$ cat config.mk
export PLATFORM = sky130hd
export DESIGN_NAME = snitch_hwloop_ctrl
export DESIGN_NICKNAME = d
export VERILOG_FILES = /design/src/rtl/snitch_hwloop_pkg.sv /design/src/rtl/snitch_hwloop_decode.sv /design/src/rtl/snitch_hwloop_ctrl.sv
export SDC_FILE = /design/constraint.sdc
export NUM_CORES = 1
export LEC_CHECK = 0
export CORE_AREA = 5 5 145 147
export DETAILED_ROUTE_END_ITERATION = 7
export DIE_AREA = 0 0 150 152
export PLACE_DENSITY = 0.74
export SYNTH_ARGS = -nofsm -noshare
export SYNTH_HDL_FRONTEND = slang
export SYNTH_HIERARCHICAL = 1
export SYNTH_SLANG_ARGS = --single-unit
$ cat constraint.sdc
create_clock -name clk_i -period 4.7 [get_ports clk_i]
set_input_delay 0.94 -clock clk_i [delete_from_list [all_inputs] [get_ports clk_i]]
set_output_delay 0.94 -clock clk_i [all_outputs]
set_load 0.01 [all_outputs]
$ cat src/rtl/snitch_hwloop_pkg.sv
// Shared constants and types for the Snitch hardware-loop setup controller.
// Optional feature macro: SNITCH_HWLOOP_CHECK_EN (zero-length loop rejection).
package snitch_hwloop_pkg;

    localparam logic [6:0] HWLOOP_OPCODE = 7'b1111011;
    localparam int unsigned SETTLE_CNT_W = 3;

    typedef enum logic [2:0] {
        F3_STARTI = 3'b000,
        F3_ENDI   = 3'b001,
        F3_COUNT  = 3'b010,
        F3_COUNTI = 3'b011,
        F3_SETUP  = 3'b100,
        F3_SETUPI = 3'b101
    } hwloop_funct3_e;

    typedef enum logic [1:0] {
        ST_IDLE   = 2'd0,
        ST_WRITE  = 2'd1,
        ST_SETTLE = 2'd2
    } hwloop_state_e;

    // Value loaded into the settle down-counter on leaving WRITE; SETTLE
    // exits when the counter reads zero, so N cycles need a load of N-1.
    function automatic logic [SETTLE_CNT_W-1:0] settle_load(input int unsigned cycles);
        return (cycles == 0) ? '0 : SETTLE_CNT_W'(cycles - 1);
    endfunction

endpackage

$ cat src/rtl/snitch_hwloop_decode.sv
// Combinational decode of hwloop setup instructions and loop address compute.
// With SNITCH_HWLOOP_CHECK_EN defined, zero-length loop encodings are illegal.
module snitch_hwloop_decode
    import snitch_hwloop_pkg::*;
(
    input  logic [31:0] inst_data,
    input  logic [31:0] inst_pc,
    input  logic [31:0] rs1_data,
    output logic        legal,
    output logic        regid,
    output logic        we_start,
    output logic        we_end,
    output logic        we_count,
    output logic [31:0] start_addr,
    output logic [31:0] end_addr,
    output logic [31:0] cnt_data
);

    logic [6:0]  opcode;
    logic [2:0]  funct3;
    logic [4:0]  uimm5;
    logic [11:0] uimm12;
    logic [31:0] pc_plus4;
    logic [31:0] pc_rel12;
    logic [31:0] pc_rel5;
    logic        unused_rd_bits;

    assign opcode = inst_data[6:0];
    assign regid  = inst_data[7];
    assign funct3 = inst_data[14:12];
    assign uimm5  = inst_data[19:15];
    assign uimm12 = inst_data[31:20];
    assign unused_rd_bits = ^inst_data[11:8];

    // Offsets are halfword-scaled and unsigned; adds wrap modulo 2^32.
    assign pc_plus4 = inst_pc + 32'd4;
    assign pc_rel12 = inst_pc + {19'd0, uimm12, 1'b0};
    assign pc_rel5  = inst_pc + {26'd0, uimm5, 1'b0};

`ifdef SNITCH_HWLOOP_CHECK_EN
    logic zero_len;
    assign zero_len = (((funct3 == F3_ENDI) || (funct3 == F3_SETUP)) && (uimm12 == 12'd0))
                   || ((funct3 == F3_SETUPI) && (uimm5 == 5'd0));
`endif

    // NOTE: every output gets a default before the case, so no path through
    // this block leaves a value unassigned and no latch is inferred.
    always_comb begin
        legal      = 1'b0;
        we_start   = 1'b0;
        we_end     = 1'b0;
        we_count   = 1'b0;
        start_addr = pc_plus4;
        end_addr   = pc_rel12;
        cnt_data   = rs1_data;

        if (opcode == HWLOOP_OPCODE) begin
            case (funct3)
                F3_STARTI: begin
                    legal      = 1'b1;
                    we_start   = 1'b1;
                    start_addr = pc_rel12;
                end
                F3_ENDI: begin
                    legal  = 1'b1;
                    we_end = 1'b1;
                end
                F3_COUNT: begin
                    legal    = 1'b1;
                    we_count = 1'b1;
                end
                F3_COUNTI: begin
                    legal    = 1'b1;
                    we_count = 1'b1;
                    cnt_data = {20'd0, uimm12};
                end
                F3_SETUP: begin
                    legal    = 1'b1;
                    we_start = 1'b1;
                    we_end   = 1'b1;
                    we_count = 1'b1;
                end
                F3_SETUPI: begin
                    legal    = 1'b1;
                    we_start = 1'b1;
                    we_end   = 1'b1;
                    we_count = 1'b1;
                    end_addr = pc_rel5;
                    cnt_data = {20'd0, uimm12};
                end
                default: ;
            endcase
        end

`ifdef SNITCH_HWLOOP_CHECK_EN
        if (zero_len) begin
            legal    = 1'b0;
            we_start = 1'b0;
            we_end   = 1'b0;
            we_count = 1'b0;
        end
`endif
    end

endmodule

$ cat src/rtl/snitch_hwloop_ctrl.sv
// Hardware-loop setup controller: accepts one lp.* instruction, writes the loop
// registers for one cycle, then settles. Optional macro: SNITCH_HWLOOP_CHECK_EN.
module snitch_hwloop_ctrl
    import snitch_hwloop_pkg::*;
#(
    parameter int unsigned SETTLE_CYCLES = 2
) (
    input  logic        clk_i,
    input  logic        rst_ni,
    input  logic        inst_valid_i,
    output logic        inst_ready_o,
    input  logic [31:0] inst_data_i,
    input  logic [31:0] inst_pc_i,
    input  logic [31:0] rs1_data_i,
    output logic        hwloop_regid_o,
    output logic [31:0] hwloop_start_address_o,
    output logic [31:0] hwloop_end_address_o,
    output logic [31:0] hwloop_cnt_data_o,
    output logic        hwloop_we_start_register_o,
    output logic        hwloop_we_end_register_o,
    output logic        hwloop_we_count_register_o,
    output logic        busy_o,
    output logic        illegal_o
);

    localparam logic [SETTLE_CNT_W-1:0] SETTLE_LOAD = settle_load(SETTLE_CYCLES);

    hwloop_state_e state_q, state_d;
    logic [SETTLE_CNT_W-1:0] settle_cnt_q, settle_cnt_d;

    logic        accept;
    logic        dec_legal;
    logic        dec_regid;
    logic        dec_we_start;
    logic        dec_we_end;
    logic        dec_we_count;
    logic [31:0] dec_start;
    logic [31:0] dec_end;
    logic [31:0] dec_cnt;

    snitch_hwloop_decode u_decode (
        .inst_data  (inst_data_i),
        .inst_pc    (inst_pc_i),
        .rs1_data   (rs1_data_i),
        .legal      (dec_legal),
        .regid      (dec_regid),
        .we_start   (dec_we_start),
        .we_end     (dec_we_end),
        .we_count   (dec_we_count),
        .start_addr (dec_start),
        .end_addr   (dec_end),
        .cnt_data   (dec_cnt)
    );

    assign inst_ready_o = (state_q == ST_IDLE);
    assign busy_o       = ~inst_ready_o;
    assign accept       = inst_valid_i & inst_ready_o;

    // NOTE: sequential state uses non-blocking assignments so every register
    // samples pre-edge values, independent of statement order.
    always_ff @(posedge clk_i or negedge rst_ni) begin
        if (!rst_ni) begin
            state_q      <= ST_IDLE;
            settle_cnt_q <= '0;
        end else begin
            state_q      <= state_d;
            settle_cnt_q <= settle_cnt_d;
        end
    end

    always_comb begin
        state_d      = state_q;
        settle_cnt_d = settle_cnt_q;
        case (state_q)
            ST_IDLE: begin
                if (accept && dec_legal) begin
                    state_d = ST_WRITE;
                end
            end
            ST_WRITE: begin
                if (SETTLE_CYCLES == 0) begin
                    state_d = ST_IDLE;
                end else begin
                    state_d      = ST_SETTLE;
                    settle_cnt_d = SETTLE_LOAD;
                end
            end
            ST_SETTLE: begin
                if (settle_cnt_q == '0) begin
                    state_d = ST_IDLE;
                end else begin
                    settle_cnt_d = settle_cnt_q - 1'b1;
                end
            end
            default: begin
                state_d      = ST_IDLE;
                settle_cnt_d = '0;
            end
        endcase
    end

    // Enables and illegal_o are one-cycle pulses; the data fields keep their
    // last written value so downstream sees stable loop bounds between writes.
    always_ff @(posedge clk_i or negedge rst_ni) begin
        if (!rst_ni) begin
            hwloop_we_start_register_o <= 1'b0;
            hwloop_we_end_register_o   <= 1'b0;
            hwloop_we_count_register_o <= 1'b0;
            illegal_o                  <= 1'b0;
            hwloop_regid_o             <= 1'b0;
            hwloop_start_address_o     <= '0;
            hwloop_end_address_o       <= '0;
            hwloop_cnt_data_o          <= '0;
        end else begin
            hwloop_we_start_register_o <= accept & dec_legal & dec_we_start;
            hwloop_we_end_register_o   <= accept & dec_legal & dec_we_end;
            hwloop_we_count_register_o <= accept & dec_legal & dec_we_count;
            illegal_o                  <= accept & ~dec_legal;
            if (accept && dec_legal) begin
                hwloop_regid_o <= dec_regid;
                if (dec_we_start) hwloop_start_address_o <= dec_start;
                if (dec_we_end)   hwloop_end_address_o   <= dec_end;
                if (dec_we_count) hwloop_cnt_data_o      <= dec_cnt;
            end
        end
    end

endmodule

==> results.json <==
{
  "synth_area_um2": 6950,
  "start_kind": "primary input",
  "cp_num_buf_inv": 3,
  "grt_pass1_vias": 5378,
  "p_leak_nw": 4.39,
  "grt_overflow": 0,
  "end_kind": "flip-flop",
  "synth_area_leader_cell": "dfrtp_1",
  "synth_compound_area_frac": 0.0816,
  "start_util": 0.351,
  "met1_length_mm": 8.09,
  "cts-resized-gates": 0,
  "port_buffers": 197,
  "switching_share": 0.275,
  "outcome": "complete, no violations",
  "synth_cell_types": 60,
  "cts_tree": "done",
  "drt_first_pass_iters": 4,
  "p_int_mw": 1.57,
  "relSlewSlack": 0.471,
  "synth.area.top_cells": "dfrtp_1 (38%), mux2_4 (19%), xnor2_1 (5.9%), ha_1 (4.1%), mux2_2 (4.1%)",
  "dr_wl_met3_mm": 1.05,
  "rr_startpoint": "state_q[0]",
  "hold_viol": 0,
  "wirelength_mm": 18.8,
  "via_per_inst": 4.79,
  "crit_path_cell_trace": "clkdlybuf4s50_1 > ha_1 > inv_1 > fa_1 > nor2b_1 > o211ai_1 > a211oi_1 > o31ai_1 > a21oi_1 > buf_4 > o21ai_0 > xnor2_1 > mux2_4",
  "layout-drive-gt1-share": 0.198,
  "cts_buffer_depth": 2,
  "worstPathMaxFanout": 10,
  "switchingPower_mw": 0.595,
  "htreeDepth": 3,
  "synthesis.nets": 731,
  "coreArea_um2": 19800,
  "synth_top_family_by_area": "multiplexers",
  "fp.dieArea_um2": 22800,
  "final_cell_mix": "clkdlybuf4s50_1 (196), dfrtp_1 (106), mux2_4 (87)",
  "cts_made_buffers": 9,
  "slowest_delay_ns": 0.51,
  "dr_total_vias": 5136,
  "grt_pass1_wl_mm": 29.8,
  "synth_fa_ha_area_frac": 0.0472,
  "cts_root_buf": "clkbuf_16",
  "final_nets": 923,
  "ys_ff_latch": 106,
  "synth_edf_count": 0,
  "finalMaxSlewViolations": 0,
  "finalSetupTns_ns": 0,
  "antenna_cells": 0,
  "cts.hold.buffers_added": 0,
  "clkLatencyLatePin_ns": 0.36,
  "rows": 52,
  "die_h_um": 152,
  "critPathTopFamily": "compound AO/OA/AOI/OAI gates",
  "fmax_mhz": 270,
  "clk_pin_slew_worst_paths_ns": 0.07,
  "wl_met2_mm": 9.35,
  "cp_data_arrival_time_ns": 3.94,
  "hold_end": "hwloop_cnt_data_o[1]",
  "setup_viol": 0,
  "min_path_cells": 1,
  "required_ns": 4.94,
  "pwr-share-comb": 0.206,
  "syn2layout_area_growth_pct": 35.6,
  "track_usage": 0.166,
  "fill_cells": 1846,
  "synth_seq_area_share": 0.382,
  "p_seq_frac": 0.430,
  "avgSynthCellArea_um2": 11.4,
  "post_cts_buffers": 0,
  "critical_path_class": "primary input to flip-flop",
  "antenna_found_initial": 1,
  "drv_cap": 0,
  "period_minus_slack_ns": 3.71,
  "min_from": "hwloop_cnt_data_o[1]",
  "io_pins": 202,
  "ff2ff_path_depth": 5,
  "synth_xor_area_frac": 0.0845,
  "synth_top_area_frac": 0.382,
  "wl_per_cell_um": 17.6,
  "r2r_setup_slack_ns": 2.43,
  "worst_pin_slew_ns": 0.788,
  "final_common_cell": "clkdlybuf4s50_1",
  "holdWs_ns": 0.508,
  "muxShareOfSynthArea": 0.236,
  "async_flop_share": 1.00,
  "cts.sinks": 106,
  "dieWidth_um": 150,
  "syn_inst": 607,
  "final.period_utilization": 0.789,
  "synth-main-ff-cell": "dfrtp_1",
  "finClkSkew_ns": 0.00772,
  "r2r_end": "hwloop_start_address_o[24]",
  "crit_slowest_cell": "clkdlybuf4s50_1",
  "initialDrtViolationCount": 185,
  "grt_max_degree": 52,
  "dpl.hpwl_mm": 14.6,
  "drc": 0,
  "place_congestion": 0.882,
  "topRoutingLayerUsed": "met5",
  "synth_warnings": 6,
  "ant_nets": 0,
  "hold_path_class": "flip-flop to flip-flop",
  "powerDensity_nw_per_um2": 229,
  "clkPwrFrac": 0.364,
  "rsz0062_at_grt": "false",
  "synthSimpleGateAreaFrac": 0.132,
  "ir_drop_uv": 211
}
[cells in the mapped netlist (2+ instances only)]
library cell / number
a211oi_1: 2
a21o_1: 3
a21oi_1: 30
a31oi_1: 3
and2_1: 22
and2_2: 2
and3_1: 10
and4_1: 4
buf_2: 2
buf_4: 3
buf_6: 10
clkbuf_1: 7
dfrtp_1: 106
fa_1: 2
ha_1: 23
inv_1: 18
mux2_2: 25
mux2_4: 87
mux2i_1: 5
nand2_1: 37
nand2_4: 3
nand2b_1: 9
nand3_1: 17
nand4_1: 6
nor2_1: 38
nor2b_1: 4
nor3_1: 5
o211ai_1: 3
o21a_1: 2
o21ai_0: 20
o31ai_1: 3
o32ai_1: 2
or2_2: 2
xnor2_1: 47
xor2_1: 20
[power by group through the flow]
stage	sequential [mW]	clock, mW	combinational (mW)
final	0.930	0.788	0.444
after global routing	0.933	0.857	0.492
after CTS	0.931	0.816	0.449
after detailed placement	0.949	0	0.445
after global placement	0.948	0	0.438
after floorplan	0.948	0	0.239
[metrics by stage]
stage | utilization | worst slack [ns] | std cells | cell area [µm²] | power (mW)
after detailed placement | 0.461 | 0.675 | 1058 | 9120 | 1.39
after global placement | 0.461 | 0.684 | 1058 | 9120 | 1.39
after global routing | 0.476 | 0.781 | 1073 | 9420 | 2.28
final | 0.476 | 0.992 | 1073 | 9420 | 2.16
after floorplan | - | 1.42 | 607 | 6950 | 1.19
after CTS | 0.476 | 1.04 | 1073 | 9420 | 2.20
[cell type report]
| class | instances | area (µm²) | area share |
|---|---|---|---|
| Clock buffer | 10 | 229 | 0.0243 |
| Clock inverter | 5 | 67.6 | 0.00717 |
| Inverter | 18 | 67.6 | 0.00717 |
| Multi-Input combinational cell | 459 | 4040 | 0.428 |
| Sequential cell | 106 | 2650 | 0.282 |
| Tap cell | 270 | 338 | 0.0359 |
| Timing Repair Buffer | 205 | 2030 | 0.215 |
[worst reg2reg max path: stages, from the launching register on]
cell     delay (ns)
dfrtp_1        0.40
inv_1          0.09
ha_1           0.30
and3_1         0.43
nand2_4        0.46
mux2_4         0.48
[routing by layer]
layer	track usage	up-vias
li1	-	2509
met1	0.216	2472
met2	0.280	131
met3	0.0334	22
met4	0.0466	2
met5	0	-
[kinds of logic after synthesis]
group,Yosys count
muxes,117
AOI/OAI and AO/OA,81
xor gates and xnor gates,67
and+or+nand+nor,169
DFF,106
adders and majority gates,25
buffers and inverters,42
[registers in the layout (all words and copies together) (netlist names)]
name	cells
hwloop_cnt_data_o	32
hwloop_end_address_o	32
hwloop_regid_o	1
hwloop_start_address_o	32
hwloop_we_count_register_o	1
hwloop_we_end_register_o	1
hwloop_we_start_register_o	1
illegal_o	1
settle_cnt_q	3
state_q	2
[how the worst max path moves through the flow]
stage | start | slack, ns | endpoint | cells after the start
floorplan | inst_data_i[20] | 1.42 | hwloop_end_address_o[21] | 11
global placement | inst_pc_i[2] | 0.68 | hwloop_end_address_o[21] | 12
detailed placement | inst_pc_i[2] | 0.67 | hwloop_start_address_o[30] | 10
CTS | inst_pc_i[2] | 1.04 | hwloop_start_address_o[24] | 10
global route | inst_pc_i[2] | 0.78 | hwloop_end_address_o[31] | 12
finish | inst_data_i[20] | 0.99 | hwloop_end_address_o[21] | 13
(Power assumes the default switching activity.)
